`config.mk`:
```
export PLATFORM = sky130hd
export DESIGN_NAME = alu_seq
export DESIGN_NICKNAME = d
export VERILOG_FILES = /design/src/rtl/alu_seq_pkg.sv /design/src/rtl/alu_seq_iter.sv /design/src/rtl/alu_seq.sv
export SDC_FILE = /design/constraint.sdc
export NUM_CORES = 1
export LEC_CHECK = 0
export CAP_MARGIN = 0
export CELL_PAD_IN_SITES_DETAIL_PLACEMENT = 1
export CELL_PAD_IN_SITES_GLOBAL_PLACEMENT = 1
export CORE_ASPECT_RATIO = 0.9
export CORE_MARGIN = 8
export CORE_UTILIZATION = 25
export DETAILED_ROUTE_END_ITERATION = 8
export PLACE_DENSITY_LB_ADDON = 0.1
export SYNTH_ARGS = -nofsm -noshare
export SYNTH_HDL_FRONTEND = slang
export SYNTH_HIERARCHICAL = 1
export SYNTH_SLANG_ARGS = --single-unit
```
`constraint.sdc`:
```
create_clock -name clk -period 11.7 [get_ports clk]
set_clock_uncertainty 0.2 [all_clocks]
set_input_delay 2.34 -clock clk [delete_from_list [all_inputs] [get_ports clk]]
set_output_delay 2.34 -clock clk [all_outputs]
set_load 0.05 [all_outputs]
```
`src/rtl/alu_seq_pkg.sv`:
```
// Shared op codes, FSM states and the single-cycle ALU function for alu_seq.
// ALU_SEQ_DIV_EN adds the DIV state and enables the iterative divider.
package alu_seq_pkg;

    // Single-cycle results are computed at this width and truncated by the caller.
    localparam int ALU_MAX_W = 64;

    localparam logic [3:0] OP_AND  = 4'b0001;
    localparam logic [3:0] OP_ADD  = 4'b0010;
    localparam logic [3:0] OP_SUB  = 4'b0011;
    localparam logic [3:0] OP_CMP  = 4'b0100;
    localparam logic [3:0] OP_BEQ  = 4'b0101;
    localparam logic [3:0] OP_MUL  = 4'b0110;
    localparam logic [3:0] OP_DIVU = 4'b0111;
    localparam logic [3:0] OP_SLL  = 4'b1100;
    localparam logic [3:0] OP_SRL  = 4'b1101;
    localparam logic [3:0] OP_SLLV = 4'b1110;
    localparam logic [3:0] OP_SRLV = 4'b1111;

    localparam logic MODE_MUL = 1'b0;
    localparam logic MODE_DIV = 1'b1;

    typedef enum logic [1:0] {
        ST_IDLE = 2'd0,
        ST_MUL  = 2'd1,
`ifdef ALU_SEQ_DIV_EN
        ST_DIV  = 2'd2,
`endif
        ST_DONE = 2'd3
    } state_e;

    typedef struct packed {
        logic [ALU_MAX_W-1:0] result;
        logic                 overflow;
        logic                 illegal;
    } single_res_t;

    // Operands arrive zero-extended; only the low 'width' bits of result are meaningful.
    function automatic single_res_t alu_single(
        input logic [3:0]           op,
        input logic [ALU_MAX_W-1:0] a,
        input logic [ALU_MAX_W-1:0] b,
        input logic [ALU_MAX_W-1:0] shamt,
        input logic [ALU_MAX_W-1:0] width
    );
        logic [ALU_MAX_W-1:0] sign_mask;
        logic [ALU_MAX_W-1:0] addend;
        logic [ALU_MAX_W-1:0] sum;
        single_res_t          r;
        sign_mask = ALU_MAX_W'(1) << (width - ALU_MAX_W'(1));
        addend    = (op == OP_ADD) ? b : (~b + ALU_MAX_W'(1));
        sum       = a + addend;
        r         = '0;
        case (op)
            OP_AND: r.result = a & b;
            OP_ADD, OP_SUB, OP_CMP: begin
                r.result   = sum;
                r.overflow = (((a ^ addend) & sign_mask) == '0) &&
                             (((sum ^ a) & sign_mask) != '0);
            end
            OP_BEQ:  r.result = (a == b) ? '0 : ALU_MAX_W'(1);
            OP_SLL:  r.result = a << shamt;
            OP_SRL:  r.result = a >> shamt;
            OP_SLLV: r.result = (b >= width) ? '0 : (a << b);
            OP_SRLV: r.result = (b >= width) ? '0 : (a >> b);
            default: r.illegal = 1'b1;
        endcase
        return r;
    endfunction

endpackage

```
`src/rtl/alu_seq_iter.sv`:
```
// Shared iterative datapath: shift-add multiply and (with ALU_SEQ_DIV_EN) restoring divide.
// One step per cycle for WIDTH cycles; done_o marks the cycle whose lo_o/hi_o are final.
module alu_seq_iter
    import alu_seq_pkg::*;
#(
    parameter int WIDTH = 32
) (
    input  logic             clk,
    input  logic             rst_n,
    input  logic             start_i,
    input  logic             mode_i,
    input  logic [WIDTH-1:0] a_i,
    input  logic [WIDTH-1:0] b_i,
    output logic             done_o,
    output logic [WIDTH-1:0] lo_o,
    output logic [WIDTH-1:0] hi_o
);

    localparam int CNT_W = $clog2(WIDTH);

    logic             run_q;
    logic [CNT_W-1:0] cnt_q;
    logic [WIDTH-1:0] hi_q;
    logic [WIDTH-1:0] lo_q;
    logic [WIDTH-1:0] opd_q;
    logic [WIDTH-1:0] hi_d;
    logic [WIDTH-1:0] lo_d;
    logic [WIDTH-1:0] load_lo;
    logic [WIDTH-1:0] load_opd;
    logic [WIDTH:0]   mul_sum;

    // Multiply: lo holds the multiplier and is shifted out while the product shifts in.
    assign mul_sum = {1'b0, hi_q} + (lo_q[0] ? {1'b0, opd_q} : {(WIDTH+1){1'b0}});

`ifdef ALU_SEQ_DIV_EN
    logic             mode_q;
    logic [WIDTH:0]   div_rem;
    logic [WIDTH:0]   div_diff;

    assign load_lo  = (mode_i == MODE_DIV) ? a_i : b_i;
    assign load_opd = (mode_i == MODE_DIV) ? b_i : a_i;
    assign div_rem  = {hi_q, lo_q[WIDTH-1]};
    assign div_diff = div_rem - {1'b0, opd_q};

    // Divide: hi is the partial remainder, lo shifts dividend out and quotient in.
    always_comb begin
        hi_d = mul_sum[WIDTH:1];
        lo_d = {mul_sum[0], lo_q[WIDTH-1:1]};
        if (mode_q == MODE_DIV) begin
            if (div_rem >= {1'b0, opd_q}) begin
                hi_d = WIDTH'(div_diff);
                lo_d = {lo_q[WIDTH-2:0], 1'b1};
            end else begin
                hi_d = WIDTH'(div_rem);
                lo_d = {lo_q[WIDTH-2:0], 1'b0};
            end
        end
    end

    always_ff @(posedge clk or negedge rst_n) begin
        if (!rst_n) begin
            mode_q <= MODE_MUL;
        end else if (start_i) begin
            mode_q <= mode_i;
        end
    end
`else
    logic unused_mode;

    assign unused_mode = mode_i;
    assign load_lo     = b_i;
    assign load_opd    = a_i;

    always_comb begin
        hi_d = mul_sum[WIDTH:1];
        lo_d = {mul_sum[0], lo_q[WIDTH-1:1]};
    end
`endif

    assign done_o = run_q && (cnt_q == CNT_W'(WIDTH - 1));
    assign lo_o   = lo_d;
    assign hi_o   = hi_d;

    always_ff @(posedge clk or negedge rst_n) begin
        if (!rst_n) begin
            run_q <= 1'b0;
            cnt_q <= '0;
            hi_q  <= '0;
            lo_q  <= '0;
            opd_q <= '0;
        end else if (start_i) begin
            run_q <= 1'b1;
            cnt_q <= '0;
            hi_q  <= '0;
            lo_q  <= load_lo;
            opd_q <= load_opd;
        end else if (run_q) begin
            hi_q  <= hi_d;
            lo_q  <= lo_d;
            cnt_q <= cnt_q + 1'b1;
            if (done_o) begin
                run_q <= 1'b0;
            end
        end
    end

endmodule

```
`src/rtl/alu_seq.sv`:
```
// Registered multicycle ALU with start/done handshake; MUL/DIVU iterate over WIDTH cycles.
// Define ALU_SEQ_DIV_EN to build the divider; otherwise DIVU responds as an illegal op.
module alu_seq
    import alu_seq_pkg::*;
#(
    parameter int WIDTH   = 32,
    parameter int SHAMT_W = 5
) (
    input  logic               clk,
    input  logic               rst_n,
    input  logic               start,
    input  logic [3:0]         op,
    input  logic [WIDTH-1:0]   a,
    input  logic [WIDTH-1:0]   b,
    input  logic [SHAMT_W-1:0] shamt,
    output logic               busy,
    output logic               done,
    output logic [WIDTH-1:0]   result,
    output logic [WIDTH-1:0]   result_hi,
    output logic               zero,
    output logic               negative,
    output logic               overflow,
    output logic               illegal
);

    state_e           state_q;
    state_e           state_d;
    logic [WIDTH-1:0] result_q;
    logic [WIDTH-1:0] result_d;
    logic [WIDTH-1:0] result_hi_q;
    logic [WIDTH-1:0] result_hi_d;
    logic             overflow_q;
    logic             overflow_d;
    logic             illegal_q;
    logic             illegal_d;

    logic             accept;
    logic             is_mul;
    logic             is_div;
    logic             iter_start;
    logic             iter_mode;
    logic             iter_done;
    logic [WIDTH-1:0] iter_lo;
    logic [WIDTH-1:0] iter_hi;
    single_res_t      single_res;

    assign single_res = alu_single(op, ALU_MAX_W'(a), ALU_MAX_W'(b),
                                   ALU_MAX_W'(shamt), ALU_MAX_W'(WIDTH));

    generate
        if (WIDTH < ALU_MAX_W) begin : g_trunc
            logic unused_single_hi;
            assign unused_single_hi = ^single_res.result[ALU_MAX_W-1:WIDTH];
        end
    endgenerate

    assign accept = start && (state_q == ST_IDLE);
    assign is_mul = (op == OP_MUL);
`ifdef ALU_SEQ_DIV_EN
    logic divz_q;

    assign is_div = (op == OP_DIVU);

    // Divide-by-zero is flagged from the operand captured at acceptance.
    always_ff @(posedge clk or negedge rst_n) begin
        if (!rst_n) begin
            divz_q <= 1'b0;
        end else if (accept && is_div) begin
            divz_q <= (b == '0);
        end
    end
`else
    assign is_div = 1'b0;
`endif

    assign iter_start = accept && (is_mul || is_div);
    assign iter_mode  = is_div ? MODE_DIV : MODE_MUL;

    alu_seq_iter #(
        .WIDTH (WIDTH)
    ) u_iter (
        .clk     (clk),
        .rst_n   (rst_n),
        .start_i (iter_start),
        .mode_i  (iter_mode),
        .a_i     (a),
        .b_i     (b),
        .done_o  (iter_done),
        .lo_o    (iter_lo),
        .hi_o    (iter_hi)
    );

    always_comb begin
        state_d     = state_q;
        result_d    = result_q;
        result_hi_d = result_hi_q;
        overflow_d  = overflow_q;
        illegal_d   = illegal_q;
        case (state_q)
            ST_IDLE: begin
                if (accept) begin
                    if (is_mul) begin
                        state_d = ST_MUL;
`ifdef ALU_SEQ_DIV_EN
                    end else if (is_div) begin
                        state_d = ST_DIV;
`endif
                    end else begin
                        result_d    = single_res.result[WIDTH-1:0];
                        result_hi_d = '0;
                        overflow_d  = single_res.overflow;
                        illegal_d   = single_res.illegal;
                        state_d     = ST_DONE;
                    end
                end
            end
            ST_MUL: begin
                if (iter_done) begin
                    result_d    = iter_lo;
                    result_hi_d = iter_hi;
                    overflow_d  = (iter_hi != '0);
                    illegal_d   = 1'b0;
                    state_d     = ST_DONE;
                end
            end
`ifdef ALU_SEQ_DIV_EN
            ST_DIV: begin
                if (iter_done) begin
                    result_d    = iter_lo;
                    result_hi_d = iter_hi;
                    overflow_d  = divz_q;
                    illegal_d   = 1'b0;
                    state_d     = ST_DONE;
                end
            end
`endif
            ST_DONE: state_d = ST_IDLE;
            default: state_d = ST_IDLE;
        endcase
    end

    always_ff @(posedge clk or negedge rst_n) begin
        if (!rst_n) begin
            state_q     <= ST_IDLE;
            result_q    <= '0;
            result_hi_q <= '0;
            overflow_q  <= 1'b0;
            illegal_q   <= 1'b0;
        end else begin
            state_q     <= state_d;
            result_q    <= result_d;
            result_hi_q <= result_hi_d;
            overflow_q  <= overflow_d;
            illegal_q   <= illegal_d;
        end
    end

`ifdef ALU_SEQ_DIV_EN
    assign busy = (state_q == ST_MUL) || (state_q == ST_DIV);
`else
    assign busy = (state_q == ST_MUL);
`endif
    assign done      = (state_q == ST_DONE);
    assign result    = result_q;
    assign result_hi = result_hi_q;
    assign zero      = (result_q == '0);
    assign negative  = result_q[WIDTH-1];
    assign overflow  = overflow_q;
    assign illegal   = illegal_q;

endmodule

```
==> summary.md <==
| Metric | Value |
|---|---|
| Crit path from | op[3] |
| Grt total ovfl | 0 |
| Origin of the critical flop-to-flop path | u_iter/lo_q[0]$_DFFE_PN0P_ |
| Synth warnings | 6 |
| WP data arrival | about 7.4 ns |
| Final nets | 2,645 |
| CTS tree | yes |
| CP required | 11.80 ns |
| Final hold violation count | 0 |
| Clk Tree Root Cell | clkbuf_16 |
| Gr usage total | 0.243 |
| Status | complete, no violations |
| Slew margin rel. | 0.133 |
| Levels on crit path | 14 |
| Placed cell area | ~0.022 mm² |
| Fin crit period | 7.28 ns |
| Post-CTS setup repair buffer count | 0 |
| Final setup viols | 0 |
| Ordered cell list for the critical path | clkdlybuf4s50_1 > nand2b_1 > or3_1 > o21ai_0 > ha_1 > a211oi_1 > o21ai_1 > nand2_1 > o21ai_0 > o31ai_1 > o21bai_1 > xor2_1 > a2111oi_0 > o21ai_1 |
| Family with the most delay on the worst path | compound AO/OA/AOI/OAI gates |
| Area growth syn-to-layout | 13.6% |
| Slew Limit Fails | 0 |
| Syn avg cell area | 8.14 µm² |
| Reg2Reg Setup Slack | 6.64 ns |
| Slowest library cell on the worst path | a2111oi_0 |
| Capturing point of the worst reg2reg path | overflow$_DFFE_PN0P_ |
| IO Count | 146 |
| Max_cap viols | 0 |
| Core area | 0.0796 mm² |
| TritonCTS Buffers | 17 |
| Crit path max fanout | 12 |
| Worst setup path class | in -> reg |
| Syn_nets | 2,656 |
| Switching Power | roughly 2.5 mW |
| Wire length per cell | 31.8 µm |
| Maximum clock rate | 137 MHz |
| Initial Util | 0.253 |
| Clock Power Share | 0.135 |
| Routed vias/inst | 5.85 |
| Pre-Repair DR Iteration Count | 8 |
| Pint | 2.24 mW |
| Comb power frac | 0.628 |
| Share of cells above drive strength 1 | 0.122 |
| Hold Crit Class | reg -> reg |
| Clk slew on worst S/H paths | 0.07 ns |
| Final Cycle Share | 0.622 |
| Mapped Cells | 2,475 |
| Vias in the first global route | 21,269 |
| Clock Path Buffers | 2 |
| Drt drc | 0 |
| Largest net degree at the start of global routing | about 110 |
| Final Cell Area | between 0.02 and 0.025 mm² |
| Startpoint types | input pin |
| CP endpoint kind | flip-flop |
| Die footprint | 0.0899 mm² |
| Initial antenna violation count | 6 |
| Final RePlAce weighted congestion | 1.00 |
| Final setup margin | 4.42 ns |
| VDD IR max | 0.114 mV |
| R2R depth | 16 |
| Util after Layout | 0.288 |
| H-tree level count | 4 |
| Drt total wl | 112,000 µm |
| Setup_tns | 0 ns |
| Detailed-route via count | just over 20,000 |
| Switching Fraction | 0.532 |
| Post-place setup slack | 3.99 ns |
| Pleak | 9.03 nW |
| Antenna-violating nets left | 0 |
| Post-Syn Area | 0.0201 mm² |
| Worst Setup EP | result[17]$_DFFE_PN0P_ |
| Chip width | 315 µm |
| IO buf count | 145 |
| Worst stage delay on the critical path | about 1.0 ns |
| Initial DRC count | between 1,500 and 2,000 |
| CP Buf/Inv Count | 1 |
| Global-route wire length before repair | 161,000 µm |
| Cts repair resizes | 0 |
| Hold_buf cts | 0 |
| Reg power frac | 0.237 |
| Row Count | 98 |
| Final HPWL DP | 83,200 µm |
| Worst-margin pin slew | 1.27 ns |
| CTS sink count | 170 |
| Pwr/cell area | between 200 and 250 mW/mm² |
| Clk_lat worst skew | 0.46 ns |
| Unrepaired setup endpoints after global routing | false |
| Die Span Y | 285 µm |
-- metrics by stage --
step,hold WS [ns],power [mW],std cells
floorplan,0.260,3.07,2475
global placement,0.251,4.12,3495
detailed placement,0.265,4.16,3495
CTS,0.283,4.83,3527
global route,0.293,5.11,3527
finish,0.271,4.79,3528
-- power by group through the flow --
stage / sequential, mW / combinational [mW] / clock [mW]
4_1_cts: 1.14 / 3.02 / 0.666
6_report: 1.14 / 3.01 / 0.645
2_1_floorplan: 1.36 / 1.72 / 0
3_5_place_dp: 1.15 / 3.01 / 0
5_1_grt: 1.17 / 3.25 / 0.687
3_3_place_gp: 1.14 / 2.98 / 0
-- worst reg2reg max path, cell delays in order, from the launching register on --
cell,delay [ns]
dfrtp_1,0.51
buf_4,0.35
and2_1,0.24
ha_1,0.32
o21ai_0,0.30
o21ai_1,0.19
nor4b_2,0.29
nor2_1,0.15
a211oi_1,0.46
o21ai_0,0.31
xor2_1,0.27
nor4_1,0.35
nand4_1,0.24
nor2_1,0.26
o21ai_0,0.16
a221oi_2,0.32
nor2_2,0.04
-- layout make-up --
| class | count | area, µm² |
|---|---|---|
| Clock inverter | 14 | 209 |
| Timing Repair Buffer | 216 | 1960 |
| Sequential cell | 170 | 4260 |
| Fill cell | 9323 | 56700 |
| Antenna cell | 1 | 2.50 |
| Clock buffer | 18 | 429 |
| Tap cell | 1050 | 1310 |
| Inverter | 46 | 173 |
| Multi-Input combinational cell | 2013 | 14500 |
-- sequential cells by signal, summed over array words and instances, names as in the netlist --
name	count
result	32
result_hi	32
u_iter/hi_q	32
u_iter/lo_q	32
u_iter/opd_q	32
u_iter/cnt_q	5
state_q	2
illegal	1
overflow	1
u_iter/run_q	1
-- placed cells by master, fill, tap and decap left out, types with 19 or more instances in the layout --
cell type / n
dfrtp_1: 169
nand3_1: 67
nor4_1: 35
xnor2_1: 51
o21ai_0: 140
a211oi_1: 42
nand4_1: 21
and2_1: 51
clkdlybuf4s50_1: 136
nand2b_1: 23
buf_4: 75
mux2i_1: 180
xor2_1: 33
a21oi_1: 164
or3_1: 19
mux2_2: 55
nor3_1: 57
mux4_2: 57
nand2_1: 256
inv_1: 42
o211ai_1: 27
ha_1: 103
nor2_1: 274
a221oi_1: 21
o21ai_1: 37
-- routing by layer --
| metal | global-route usage | part of all wire | up-vias | routed length [µm] |
|---|---|---|---|---|
| li1 | - | - | 9081 | - |
| met5 | 0 | 0.00037 | - | 41 |
| met4 | 0.0736 | 0.034 | 6 | 3800 |
| met1 | 0.331 | 0.45 | 10735 | 50900 |
| met3 | 0.0398 | 0.056 | 139 | 6240 |
| met2 | 0.392 | 0.46 | 693 | 51000 |
-- how the worst min path moves through the flow --
stage | startpoint | to | depth (start not counted)
final | result_hi[29]$_DFFE_PN0P_ | result_hi[29]$_DFFE_PN0P_ | 2
after global routing | result_hi[2]$_DFFE_PN0P_ | result_hi[2]$_DFFE_PN0P_ | 2
after CTS | result_hi[2]$_DFFE_PN0P_ | result_hi[2]$_DFFE_PN0P_ | 2
after detailed placement | result_hi[2]$_DFFE_PN0P_ | result_hi[2]$_DFFE_PN0P_ | 2
after global placement | result_hi[29]$_DFFE_PN0P_ | result_hi[29]$_DFFE_PN0P_ | 2
after floorplan | state_q[1]$_DFFE_PN0P_ | state_q[0]$_DFFE_PN0P_ | 1
No activity file was read; power rests on OpenSTA's default activity.
